$ cat src/rtl/add_step2_pipe.sv
// Step-2 of the FPU adder: sign-magnitude add/subtract of two aligned fractions,
// registered behind a valid/ready handshake with a 2-entry skid buffer.
module add_step2_pipe #(
  parameter int unsigned FRAC_W = 26,
  parameter int unsigned EXP_W  = 8,
  parameter int unsigned TAG_W  = 4
) (
  input  logic              clk,
  input  logic              rst,
  input  logic              in_valid,
  output logic              in_ready,
  input  logic              in_sub,
  input  logic [FRAC_W-1:0] in_frac1,
  input  logic              in_sign1,
  input  logic [FRAC_W-1:0] in_frac2,
  input  logic              in_sign2,
  input  logic [EXP_W-1:0]  in_exp_max,
  input  logic [TAG_W-1:0]  in_tag,
  output logic              out_valid,
  input  logic              out_ready,
  output logic              out_sign,
  output logic [FRAC_W-1:0] out_sum,
  output logic              out_carry,
  output logic [EXP_W-1:0]  out_exp,
  output logic              out_zero,
  output logic [TAG_W-1:0]  out_tag
);

  typedef struct packed {
    logic              sign;
    logic              carry;
    logic [FRAC_W-1:0] sum;
    logic [EXP_W-1:0]  exp;
    logic              zero;
    logic [TAG_W-1:0]  tag;
  } res_t;

  res_t res_new;
  res_t or_q, or_d, sk_q, sk_d;
  logic or_valid_q, or_valid_d, sk_valid_q, sk_valid_d;
  logic s2;
  logic accept, consume;

  // Sign-magnitude add/subtract of the incoming operand set
  always_comb begin
    res_new = '0;
    s2      = in_sign2 ^ in_sub;
    if (in_sign1 == s2) begin
      {res_new.carry, res_new.sum} = {1'b0, in_frac1} + {1'b0, in_frac2};
      res_new.sign = in_sign1;
    end else if (in_frac1 >= in_frac2) begin
      res_new.sum  = in_frac1 - in_frac2;
      res_new.sign = in_sign1;
    end else begin
      res_new.sum  = in_frac2 - in_frac1;
      res_new.sign = s2;
    end
    res_new.zero = (res_new.sum == '0) && !res_new.carry;
    res_new.exp  = res_new.zero ? '0 : in_exp_max;
    // Only -0 + -0 keeps a negative zero
    if (res_new.zero) res_new.sign = in_sign1 & s2;
    res_new.tag = in_tag;
  end

  // in_ready comes straight from a flop so it never depends on out_ready
  assign in_ready  = !sk_valid_q;
  assign out_valid = or_valid_q;
  assign accept    = in_valid && in_ready;
  assign consume   = or_valid_q && out_ready;

  // Next-state for the EMPTY / ONE / TWO occupancy encoded by the valid bits
  always_comb begin
    or_d       = or_q;
    sk_d       = sk_q;
    or_valid_d = or_valid_q;
    sk_valid_d = sk_valid_q;
    if (!or_valid_q) begin
      if (accept) begin
        or_d       = res_new;
        or_valid_d = 1'b1;
      end
    end else if (!sk_valid_q) begin
      if (accept && consume) begin
        or_d = res_new;
      end else if (accept) begin
        sk_d       = res_new;
        sk_valid_d = 1'b1;
      end else if (consume) begin
        or_valid_d = 1'b0;
      end
    end else if (consume) begin
      or_d       = sk_q;
      sk_valid_d = 1'b0;
    end
  end

  // State registers with synchronous reset that also clears the result data
  always_ff @(posedge clk) begin
    if (rst) begin
      or_q       <= '0;
      sk_q       <= '0;
      or_valid_q <= 1'b0;
      sk_valid_q <= 1'b0;
    end else begin
      or_q       <= or_d;
      sk_q       <= sk_d;
      or_valid_q <= or_valid_d;
      sk_valid_q <= sk_valid_d;
    end
  end

  assign out_sign  = or_q.sign;
  assign out_sum   = or_q.sum;
  assign out_carry = or_q.carry;
  assign out_exp   = or_q.exp;
  assign out_zero  = or_q.zero;
  assign out_tag   = or_q.tag;

endmodule

$ cat config.mk
export PLATFORM = sky130hd
export DESIGN_NAME = add_step2_pipe
export DESIGN_NICKNAME = d
export VERILOG_FILES = /design/src/rtl/add_step2_pipe.sv
export SDC_FILE = /design/constraint.sdc
export NUM_CORES = 1
export LEC_CHECK = 0
export ABC_AREA = 1
export BUFFER_PORTS_ARGS = -buffer_cell sky130_fd_sc_hd__buf_4
export CELL_PAD_IN_SITES_DETAIL_PLACEMENT = 0
export CELL_PAD_IN_SITES_GLOBAL_PLACEMENT = 1
export CORE_UTILIZATION = 45
export DETAILED_ROUTE_END_ITERATION = 12
export PLACE_DENSITY_LB_ADDON = 0.1
export SLEW_MARGIN = 20
export SYNTH_ARGS = -nofsm -noshare
export SYNTH_HDL_FRONTEND = slang
export SYNTH_SLANG_ARGS = --single-unit
export TNS_END_PERCENT = 50
$ cat constraint.sdc
create_clock -name clk -period 4.9 [get_ports clk]
set_clock_uncertainty 0.1 [all_clocks]
set_input_delay 0.245 -clock clk [delete_from_list [all_inputs] [get_ports clk]]
set_output_delay 0.245 -clock clk [all_outputs]
set_load 0.01 [all_outputs]
## After elaboration in Yosys (flattened, before gate mapping)

Cells that the tools add are included.

- $add $sub $neg: 3
- $lt $le $gt $ge: 1
- Eq/ne operators: 3
- Mux-type cells: 20
- Bitwise gates (word level): 4
- Reductions and logical operators: 10

Operators with widths:

| operator | number |
|---|---|
| 2-to-1 mux 41 bit | 5 |
| 2-to-1 mux 26 bit | 2 |
| subtractor 26 bit | 2 |
| adder 26 x 26 -> 27 bit | 1 |
| >= comparator 26 bit | 1 |
| logical NOT 26 bit | 1 |
| 2-to-1 mux 1 bit | 12 |
| 2-to-1 mux 8 bit | 1 |
| logical AND 1 bit | 4 |
| AND reduction 4 bit | 1 |
| != test 3 x 1 -> 1 bit, second input constant | 1 |
| != test 3 x 2 -> 1 bit, second input constant | 1 |
| AND reduction 3 bit | 1 |
| logical NOT 1 bit | 2 |
| NOT 1 bit | 2 |
| nonzero test 2 bit | 1 |
| bitwise AND 1 bit | 1 |
| == test 1 bit | 1 |
| bitwise XOR 1 bit | 1 |

- Flip-flop bits (word level): 84
- Output and inout port bits: 43
- Word-level logic and storage cells: 55

## Depth between registers and ports, before layout

- Depth after elaboration: 9
- Gate-level depth with buffers: 28

## Worst setup path after synthesis

OpenSTA, ideal clock, no wires.

- Path type: input to register
- Start: input in_frac1[0]
- End: register or_q, in the netlist out_exp[2]
- Library setup time: 0.132 ns
- Data arrival time: 2.452 ns
- Data required time: 4.668 ns
- Slack: 2.216 ns
- Stages: 22
- Buffers on the path: 1
- Path through: ha_1 -> inv_1 -> fa_1 -> inv_1 -> nand2_1 -> nand2_1 -> o21ai_0 -> o21ai_0 -> nand3_1 -> nand4_1 -> nand2_1 -> nand2_1 -> nand2_1 -> nor2_1 -> inv_1 -> nor2_2 -> nand3_2 -> buf_6 -> nand2_2 -> nand2_1 -> nand2_1 -> a21oi_1

- Longest elaborated chain between the ends: 9
- Elaborated cells between the ends (all ways): 15

Ends and longest elaborated chain:

| what | RTL line | text |
|---|---|---|
| start, declared | 13 | `input logic [FRAC_W-1:0] in_frac1,` |
| subtractor 26 bit, or another cell as far along | 55 | `res_new.sum = in_frac2 - in_frac1;` |
| 2-to-1 mux 26 bit | 51 | `end else if (in_frac1 >= in_frac2) begin` |
| 2-to-1 mux 26 bit | 48 | `if (in_sign1 == s2) begin` |
| logical NOT 26 bit | 58 | `res_new.zero = (res_new.sum == '0) && !res_new.carry;` |
| logical AND 1 bit * | 58 |  |
| 2-to-1 mux 8 bit * | 59 | `res_new.exp = res_new.zero ? '0 : in_exp_max;` |
| 2-to-1 mux 41 bit | 83 | `if (accept && consume) begin` |
| 2-to-1 mux 41 bit | 82 | `end else if (!sk_valid_q) begin` |
| 2-to-1 mux 41 bit * | 77 | `if (!or_valid_q) begin` |
| end signal, assigned | 105 | `or_q <= or_d;` |
| end, declared | 39 | `res_t or_q, or_d, sk_q, sk_d;` |

Mark *: on every way between the ends. The rest lies on a longest branch, timed or not. The select of a mux whose other input is x is not followed.
A chain may end at the register's enable or synchronous reset.

## Final worst setup path

- Start: input in_frac1[7]
- End: register or_q, in the netlist out_sign

- Longest elaborated chain between the ends: 9
- Elaborated cells between the ends (all ways): 17

Ends and longest elaborated chain:

| what | RTL line | text |
|---|---|---|
| subtractor 26 bit, or another cell as far along | 55 |  |
| 2-to-1 mux 26 bit | 51 |  |
| 2-to-1 mux 26 bit | 48 |  |
| logical NOT 26 bit | 58 |  |
| logical AND 1 bit | 58 |  |
| 2-to-1 mux 1 bit * | 61 | `if (res_new.zero) res_new.sign = in_sign1 & s2;` |
| 2-to-1 mux 41 bit | 83 |  |
| 2-to-1 mux 41 bit | 82 |  |
| 2-to-1 mux 41 bit * | 77 |  |

Marks and branches as above.

==> impl_metrics.env <==
export IMPL_finalSetupTns_ns=0
export IMPL_rsz0062_at_grt="no"
export IMPL_ys_seq_elements=84
export IMPL_wl_per_cell_um=15.97
export IMPL_hp_class="input pin to flip-flop"
export IMPL_drt_pass1_iterations=5
export IMPL_cts_root_buf="clkbuf_16"
export IMPL_timing_rr_start="out_valid"
export IMPL_grt_overflow=0
export IMPL_yosys_warnings=0
export IMPL_ctsResizeCount=0
export IMPL_hold_path_startpoint="in_tag[0]"
export IMPL_whs_ns=0.05221
export IMPL_postRouteAntennaNets=0
export IMPL_h_tree_depth=3
export IMPL_dieArea_um2=22810
export IMPL_synth_top_area_cell="nand2_1"
export IMPL_cp_end_kind="flip-flop"
export IMPL_tightest_slew_ns=0.7269
export IMPL_clk_latency_ns=0.33
export IMPL_crit_start="in_frac1[7]"
export IMPL_setup_viol=0
export IMPL_place_inst=2095
export IMPL_drive_above_1_share=0.1267
export IMPL_cts_hold_buf=0
export IMPL_drtIter0Drc=759
export IMPL_synth_edf_count=0
export IMPL_dp_hpwl_mm=27.54
export IMPL_gp_congestion=1.006
export IMPL_clockBufferDepth=2
export IMPL_syn_cell_area_um2=9996
export IMPL_post_cts_buffers=0
export IMPL_final_common_cell="nand2_1"
export IMPL_insertedDiodeCount=0
export IMPL_ys_types=44
export IMPL_period_share=0.7660
export IMPL_die_y_um=151.0
export IMPL_drt_total_wl_mm=33.71
export IMPL_numCtsBuffers=9
export IMPL_crit_required_ns=4.99
export IMPL_start_util=0.4580
export IMPL_arrival_ns=3.84
export IMPL_viasPerCell=5.134
export IMPL_peakVddDrop_mv=0.1755
export IMPL_core_area_um2=21820
export IMPL_drv_slew=0
export IMPL_track_usage=0.2961
export IMPL_hold_violations=0
export IMPL_pin_count=114
export IMPL_syn_area_per_cell_um2=5.663
export IMPL_first_global_vias=9683
export IMPL_synth_async_reset_ratio=0
export IMPL_cp_max_fo=31
export IMPL_max_cap_viol_count=0
export IMPL_final_cell_mix="nand2_1 (561), inv_1 (310), a21oi_1 (158), nor2_1 (127), buf_4 (119)"
export IMPL_yosys_top_cells_area="nand2_1 (21%), dfxtp_1 (17%), inv_1 (12%), ha_1 (10%), a21oi_1 (7.9%)"
export IMPL_syn_to_final_growth_pct=10.89
export IMPL_cts_tree="yes"
export IMPL_port_buffers=113
export IMPL_grt_max_degree=61
export IMPL_path_class="input pin to flip-flop"
export IMPL_status="completed"
export IMPL_die_w_um=151.0
export IMPL_antenna_found_initial=0
export IMPL_power_uw=2755
export IMPL_synth_top_area_frac=0.2110
export IMPL_fmax_mhz=266.4
export IMPL_leakage_uw=0.006296
export IMPL_final_nets=1980
export IMPL_netlist_instances=1765
export IMPL_ys_flop_type="dfxtp_1"
export IMPL_syn_num_nets=1919
export IMPL_worstSetupStartpointType="input pin"
export IMPL_fin_crit_ns=3.753
export IMPL_rows=54
export IMPL_grt_pass1_wl_mm=51.80
export IMPL_p_per_area_nw_per_um2=248.5
export IMPL_drc=0
export IMPL_final_cells=2111
export IMPL_clk_pin_slew_ns=0.06
export IMPL_yosysSeqAreaShare=0.1682
export IMPL_relSlewSlack=0.5147
export IMPL_cts_sink_count=84
export IMPL_num_vias=10840
[report_power, final]
part	internal (µW)	leakage, µW	switching, µW	total [µW]
clock	398	0.000146	283	681
combinational	420	0.00546	880	1300
sequential	746	0.000689	28.0	774
total	1560	0.00630	1190	2750
[Yosys cell counts (2+ instances only)]
library cell,n
nand3_2,10
buf_1,3
nor3_1,4
ha_1,80
xor2_1,15
nor2_4,8
a21oi_1,158
or2_2,2
o21bai_1,7
clkinv_1,2
o211ai_1,10
o21ai_1,6
nor2_2,13
nand2_1,562
clkbuf_1,28
nand3_1,102
a21oi_2,3
nand2_4,8
o21ai_0,90
nor2_1,128
dfxtp_1,84
buf_2,7
a31oi_1,6
nand2_2,31
fa_1,3
inv_2,15
nand4_1,24
inv_1,310
buf_4,11
buf_6,20
xnor2_1,2
[worst max-delay path, cell delays in order]
cell and delay (ns):
buf_4 0.09, inv_1 0.05, ha_1 0.61, nand2_1 0.10, nand2_1 0.14, nand2_1 0.06, nand2_1 0.18, inv_1 0.10
nand3_2 0.14, nand3_4 0.19, nand2_4 0.38, nand3_2 0.10, nand2_1 0.08, nor2_1 0.04, nor2_1 0.29, nand3_1 0.14
nor2_2 0.15, nand3_2 0.32, nand2_1 0.19, nand3_1 0.08, nand2_1 0.07, a21oi_1 0.05
[layer usage]
metal,vias to the layer above,share of wire,global-route usage
li1,5571,-,-
met1,4866,0.46,0.4045
met2,349,0.45,0.4856
met3,52,0.050,0.01837
met4,0,0.034,0.1140
met5,-,0,0
[per-stage QoR]
| stage | worst slack [ns] | util | instance area, µm² |
|---|---|---|---|
| after floorplan | 2.216 | - | 9996 |
| after global placement | 0.8629 | 0.4942 | 10790 |
| after detailed placement | 0.8267 | 0.4942 | 10790 |
| after CTS | 1.162 | 0.5079 | 11080 |
| after global routing | 0.8799 | 0.5079 | 11080 |
| final | 1.147 | 0.5079 | 11080 |
[cell families after synthesis]
family | after synthesis | share of synthesized area
xor gates and xnor gates | 18 | 0.01652
adders and majority gates | 83 | 0.1061
AOI/OAI and AO/OA | 284 | 0.1498
and+or+nand+nor | 899 | 0.3900
buffers and inverters | 397 | 0.1692
DFF | 84 | 0.1682
[state kept, by name, indices dropped and copies added (netlist names)]
name / count
out_sum: 26
sk_q: 41
sk_valid_q: 1
out_carry: 1
out_sign: 1
out_valid: 1
out_exp: 8
out_tag: 4
out_zero: 1
[area by class of cell]
| cell class | instances | area, µm² |
|---|---|---|
| fillers | 2412 | 10740 |
| multi-input cells | 1284 | 6628 |
| flip-flops and latches | 84 | 1682 |
| inverters | 328 | 1232 |
| repair buffers | 119 | 893.4 |
| well taps | 280 | 350.3 |
| clock buffers | 9 | 225.2 |
| clock inverters | 7 | 73.82 |
[worst paths after layout]
check | slack (ns) | cells after the start | endpoint
setup / recovery | 1.15 | 22 | out_sign
hold / removal | 0.05 | 3 | sk_q[0]
setup reg to reg | 2.46 | 8 | out_sum[17]
hold reg to reg | 0.36 | 2 | out_sum[3]
(Power assumes the default switching activity.)
